$ cat config.mk
export PLATFORM = sky130hd
export DESIGN_NAME = usb_crc_rx_ctrl
export DESIGN_NICKNAME = d
export VERILOG_FILES = /design/src/rtl/usb_crc_rx_ctrl.sv
export SDC_FILE = /design/constraint.sdc
export NUM_CORES = 1
export LEC_CHECK = 0
export CORE_MARGIN = 1
export CORE_UTILIZATION = 59
export DETAILED_ROUTE_END_ITERATION = 8
export GPL_ROUTABILITY_DRIVEN = 0
export PLACE_DENSITY_LB_ADDON = 0.2
export SYNTH_ARGS = -nofsm -noshare
export SYNTH_HDL_FRONTEND = slang
export SYNTH_SLANG_ARGS = --single-unit
$ cat constraint.sdc
create_clock -name clk -period 5.7 [get_ports clk]
set_input_delay 1.14 -clock clk [delete_from_list [all_inputs] [get_ports clk]]
set_output_delay 1.14 -clock clk [all_outputs]
set_load 0.01 [all_outputs]
$ cat src/rtl/usb_crc_rx_ctrl.sv
// Per-packet sequencer for the USB receive CRC5/CRC16 checker: PID decode, clear/enable, length and status.
// Define USB_CRC_RX_STATS_EN to add good/error packet counters (o_good_cnt, o_err_cnt) and i_stats_clr.
module usb_crc_rx_ctrl #(
    parameter int MAX_BYTES = 64,
    parameter int CHK_LAT   = 2,
    parameter int TIMEOUT   = 255
) (
    input  logic        clk,
    input  logic        n_rst,
    input  logic        i_pid_valid,
    input  logic [7:0]  i_pid,
    input  logic        i_bit_valid,
    input  logic        i_eop,
    input  logic        i_rx_abort,
    input  logic        i_crc_check,
`ifdef USB_CRC_RX_STATS_EN
    input  logic        i_stats_clr,
    output logic [15:0] o_good_cnt,
    output logic [15:0] o_err_cnt,
`endif
    output logic        o_crc_clear,
    output logic        o_crc_enable,
    output logic        o_packet_type,
    output logic        o_pkt_done,
    output logic [1:0]  o_pkt_kind,
    output logic        o_crc_err,
    output logic        o_len_err,
    output logic        o_pid_err,
    output logic        o_busy
);

    localparam logic [2:0] S_IDLE  = 3'd0;
    localparam logic [2:0] S_TOKEN = 3'd1;
    localparam logic [2:0] S_DATA  = 3'd2;
    localparam logic [2:0] S_WAIT  = 3'd3;
    localparam logic [2:0] S_DONE  = 3'd4;

    localparam int MAX_BITS = MAX_BYTES * 8 + 16;
    localparam int TW = (TIMEOUT > 1) ? $clog2(TIMEOUT) : 1;
    localparam int LW = (CHK_LAT > 1) ? $clog2(CHK_LAT) : 1;
    localparam logic [TW-1:0] TO_LAST  = TW'(TIMEOUT - 1);
    localparam logic [LW-1:0] LAT_LOAD = LW'(CHK_LAT - 1);

    logic [2:0]    r_state;
    logic          r_clear;
    logic          r_enable;
    logic          r_ptype;
    logic [1:0]    r_kind;
    logic          r_crc_err;
    logic          r_len_err;
    logic          r_pid_err;
    logic [10:0]   r_bits;
    logic [TW-1:0] r_to;
    logic [LW-1:0] r_lat;

    logic          w_pid_ok;
    logic          w_is_token;
    logic          w_is_data;
    logic          w_is_hs;
    logic [10:0]   w_bits_next;
    logic          w_len_bad;
    logic          w_done;

    assign w_pid_ok = (i_pid[7:4] == ~i_pid[3:0]);

    always_comb begin
        w_is_token = 1'b0;
        w_is_data  = 1'b0;
        w_is_hs    = 1'b0;
        case (i_pid[3:0])
            4'b0001, 4'b1001, 4'b1101, 4'b0101: w_is_token = 1'b1;
            4'b0011, 4'b1011, 4'b0111, 4'b1111: w_is_data  = 1'b1;
            4'b0010, 4'b1010, 4'b1110, 4'b0110: w_is_hs    = 1'b1;
            default: ;
        endcase
    end

    // A bit arriving together with eop is counted before the length is judged.
    assign w_bits_next = (i_bit_valid && (r_bits != 11'h7FF)) ? r_bits + 11'd1 : r_bits;

    always_comb begin
        if (w_bits_next == 11'h7FF)
            w_len_bad = 1'b1;
        else if (r_state == S_TOKEN)
            w_len_bad = (w_bits_next != 11'd16);
        else
            w_len_bad = (w_bits_next < 11'd16) || (w_bits_next[2:0] != 3'd0) ||
                        (32'(w_bits_next) > MAX_BITS);
    end

    always_ff @(posedge clk or negedge n_rst) begin
        if (!n_rst) begin
            r_state   <= S_IDLE;
            r_clear   <= 1'b0;
            r_enable  <= 1'b0;
            r_ptype   <= 1'b0;
            r_kind    <= 2'b00;
            r_crc_err <= 1'b0;
            r_len_err <= 1'b0;
            r_pid_err <= 1'b0;
            r_bits    <= '0;
            r_to      <= '0;
            r_lat     <= '0;
        end else begin
            r_clear <= 1'b0;
            case (r_state)
                S_IDLE: begin
                    if (i_pid_valid) begin
                        r_crc_err <= 1'b0;
                        r_len_err <= 1'b0;
                        r_bits    <= '0;
                        r_to      <= '0;
                        if (w_pid_ok && (w_is_token || w_is_data)) begin
                            r_state   <= w_is_data ? S_DATA : S_TOKEN;
                            r_clear   <= 1'b1;
                            r_ptype   <= w_is_data;
                            r_kind    <= {1'b0, w_is_data};
                            r_pid_err <= 1'b0;
                        end else begin
                            r_state   <= S_DONE;
                            r_kind    <= (w_pid_ok && w_is_hs) ? 2'b10 : 2'b11;
                            r_pid_err <= !(w_pid_ok && w_is_hs);
                        end
                    end
                end
                S_TOKEN, S_DATA: begin
                    r_bits <= w_bits_next;
                    r_to   <= i_bit_valid ? '0 : r_to + 1'b1;
                    // Abort outranks eop, and eop outranks the inactivity timeout.
                    if (i_rx_abort) begin
                        r_state   <= S_DONE;
                        r_enable  <= 1'b0;
                        r_crc_err <= 1'b1;
                        r_len_err <= 1'b1;
                    end else if (i_eop) begin
                        r_state   <= S_WAIT;
                        r_enable  <= 1'b0;
                        r_len_err <= w_len_bad;
                        r_lat     <= LAT_LOAD;
                    end else if (!i_bit_valid && (r_to == TO_LAST)) begin
                        r_state   <= S_DONE;
                        r_enable  <= 1'b0;
                        r_len_err <= 1'b1;
                    end else begin
                        r_enable  <= 1'b1;
                    end
                end
                S_WAIT: begin
                    if (i_rx_abort) begin
                        r_state   <= S_DONE;
                        r_crc_err <= 1'b1;
                        r_len_err <= 1'b1;
                    end else if (r_lat == '0) begin
                        r_state   <= S_DONE;
                        r_crc_err <= ~i_crc_check;
                    end else begin
                        r_lat <= r_lat - 1'b1;
                    end
                end
                S_DONE: begin
                    r_state   <= S_IDLE;
                    r_kind    <= 2'b00;
                    r_crc_err <= 1'b0;
                    r_len_err <= 1'b0;
                    r_pid_err <= 1'b0;
                end
                default: r_state <= S_IDLE;
            endcase
        end
    end

    assign w_done        = (r_state == S_DONE);
    assign o_crc_clear   = r_clear;
    assign o_crc_enable  = r_enable;
    assign o_packet_type = r_ptype;
    assign o_pkt_done    = w_done;
    assign o_pkt_kind    = w_done ? r_kind : 2'b00;
    assign o_crc_err     = w_done & r_crc_err;
    assign o_len_err     = w_done & r_len_err;
    assign o_pid_err     = w_done & r_pid_err;
    assign o_busy        = (r_state != S_IDLE);

`ifdef USB_CRC_RX_STATS_EN
    logic [15:0] r_good_cnt;
    logic [15:0] r_err_cnt;
    logic        w_any_err;

    assign w_any_err = r_crc_err | r_len_err | r_pid_err;

    always_ff @(posedge clk or negedge n_rst) begin
        if (!n_rst) begin
            r_good_cnt <= '0;
            r_err_cnt  <= '0;
        end else if (i_stats_clr) begin
            r_good_cnt <= '0;
            r_err_cnt  <= '0;
        end else if (w_done) begin
            if (!w_any_err && (r_good_cnt != 16'hFFFF))
                r_good_cnt <= r_good_cnt + 16'd1;
            else if (w_any_err && (r_err_cnt != 16'hFFFF))
                r_err_cnt <= r_err_cnt + 16'd1;
        end
    end

    assign o_good_cnt = r_good_cnt;
    assign o_err_cnt  = r_err_cnt;
`endif

endmodule
==> flow_summary.ini <==
[status]
status = completed

[route]
first_pass_iters = 5
drt_wl_total_um = 4390
via_count = 1815
drc = 0
viasPerCell = 6.15
antenna_left = 0
avgRoutedWirePerCell_um = 14.9
drtIter0Drc = 211

[floorplanning]
start_util = 0.637
io_pins = 25
die_x_um = 60.1
rows = 20
core_area_mm2 = 0.00313
die_area_mm2 = 0.00361
die_height_um = 60.1

[synth]
syn_nets = 250
synthCells = 232
yosys_warnings = 0
syn_avg_cell_area_um2 = 8.59
synth-main-ff-cell = dfrtp_1
synthArstFlopShare = 1.00
ys_types = 48
synth-edff-count = 0
ys_ff_latch = 31
synth_area_mm2 = 0.00199
synth-seq-area-share = 0.389

[timing]
period_minus_slack_ns = 3.34
relSlewSlack = 0.451
fin_ws_ns = 2.36
fmax_mhz = 299
worst_clock_skew_ns = 0.00647
tns_ns = 0
rsz0062_at_grt = no
worst_pin_slew_ns = 0.820
finalHoldViolCount = 0
period_share = 0.586
setup_violations = 0
fin_hold_ws_ns = 0.495
drv_slew = 0

[worst_setup_path]
rrSetupSlack_ns = 3.43
worst_setup_path_startpoint = r_state[1]
crit_arrival_ns = 2.20
reg2regPathDepth = 7
timing.rr.end = r_len_err
crit_end = o_pkt_done
cp_max_fo = 12
crit_required_ns = 4.56
start_kind = flip-flop
worst_setup_path_end_kind = output port
r2r-start = r_bits[0]
critPathKind = flip-flop to output port

[finish]
nets = 269
fill_cells = 245
utilization = 0.730
drive_gt1_frac = 0.0637
area_delta_synth_final_pct = 14.6
diodes = 0

[cts]
cts_buffers = 5
cts_setup_buffers = 0
cts_hold_buf = 0
clk_pin_slew_ns = 0.09
cts_tree = done
clkLatencyLatePin_ns = 0.33
cts_resized = 0
cts_sinks = 31
root_buffer = clkbuf_4
cts_max_level = 2
clock_path_buffers = 2

[power_and_ir_drop]
p_total_uw = 594
p_leak_nw = 0.970
vdd_ir_drop_max_v = 0.000170
power_density_mw_per_mm2 = 260

[placement]
hpwl_um = 3130
post-place-ws_ns = 2.54
io_buffers = 24

[global_route]
antenna_found_initial = 0
grt_pass1_vias = 1589
gr-usage-all-layers = 0.280
grt_pass1_wl_um = 7450
grt_max_degree = 32
gr-total-overflow = 0

[hold_path]
min_from = o_crc_enable
whs_path_depth = 1
hold_class = flip-flop to flip-flop

[flow_run]
drv_cap = 0
-- cell type report --
type | instances | area (µm²) | area share
Inverter | 5 | 18.8 | 0.00822
Timing Repair Buffer | 25 | 248 | 0.108
Clock buffer | 6 | 51.3 | 0.0225
Tap cell | 44 | 55.1 | 0.0241
Sequential cell | 31 | 776 | 0.340
Clock inverter | 1 | 5.00 | 0.00219
Multi-Input combinational cell | 183 | 1130 | 0.495
-- sequential cells by signal, indices dropped and copies added (netlist names) --
name           cells
r_kind             2
r_bits            11
r_state            3
r_pid_err          1
r_len_err          1
o_crc_enable       1
r_to               8
r_crc_err          1
r_lat              1
o_crc_clear        1
o_packet_type      1
-- kinds of logic (layout without fill, tap and decap cells) --
logic type      count (synthesis)  count (layout)  synth area share
compound gates                 60              60             0.190
flops                          31              31             0.389
fa+ha+maj                       3               3            0.0188
simple gates                  102             102             0.272
buf+inv                        18              37            0.0439
mux                             7               7            0.0370
xor+xnor                       11              11            0.0483
-- per-layer routing --
layer  GRT usage  up-vias  share of wire
li1            -      882              -
met1       0.420      850           0.47
met2       0.399       77           0.45
met3      0.0628        6          0.069
met4      0.0797        0         0.0098
met5           0        -              0
-- worst max-delay path, cell delays in order, from the launching register on --
cell	delay [ns]
dfrtp_1	0.46
nor2_1	0.54
nand2_1	0.22
inv_1	0.12
clkdlybuf4s50_1	0.54
-- worst min-delay path by stage --
stage | end | slack, ns
after floorplan | r_kind[0] | 0.46
after global placement | o_packet_type | 0.48
after detailed placement | o_crc_enable | 0.47
after CTS | o_crc_enable | 0.50
after global routing | o_crc_enable | 0.51
final | o_crc_enable | 0.50
-- report_power, final --
part	total [mW]	internal [mW]	switching [mW]	leakage [nW]
clock	0.132	0.0571	0.0749	0.0341
combinational	0.183	0.0881	0.0950	0.514
sequential	0.279	0.247	0.0321	0.423
-- metrics by stage --
| step | cell area (µm²) | std cells |
|---|---|---|
| 6_report | 2280 | 295 |
| 5_1_grt | 2280 | 295 |
| 4_1_cts | 2280 | 295 |
| 3_5_place_dp | 2230 | 288 |
| 3_3_place_gp | 2230 | 288 |
| 2_1_floorplan | 1990 | 232 |
-- cell usage in the layout (no fill, tap or decap), drive strengths merged, types with 3 or more instances in the layout --
master and instances:
xor2 6, xnor2 5, clkdlybuf4s50 24, and3 9, nor3 10, inv 5, mux2i 4, nand4 5
nor4 3, and4 3, o21ai 31, dfrtp 31, nand3 13, nor2 18, a21oi 6, a31oi 3
nor2b 3, clkbuf 6, ha 3, o31ai 4, mux2 3, nand2b 8, nand2 26
-- synth_stat cells (2+ instances only) --
cell type	count	area share
and3_1	9	0.028
mux2_1	2	0.011
clkbuf_1	6	0.011
and2_1	2	0.0063
buf_4	2	0.0075
nand2b_1	8	0.025
o32a_1	2	0.010
o21ai_0	30	0.075
nor2b_1	3	0.0094
ha_1	3	0.019
buf_2	4	0.010
xor2_1	6	0.026
nor3_1	10	0.025
nand3_1	13	0.033
nand4_1	3	0.0094
o31ai_1	4	0.015
nor4_1	2	0.0063
inv_1	5	0.0094
and4_1	2	0.0088
o22ai_1	2	0.0063
nand2_1	26	0.049
nor2_1	18	0.034
a21oi_1	6	0.015
a31oi_1	3	0.0094
dfrtp_1	31	0.39
xnor2_1	5	0.022
mux2i_1	4	0.020
(Power assumes the default switching activity.)
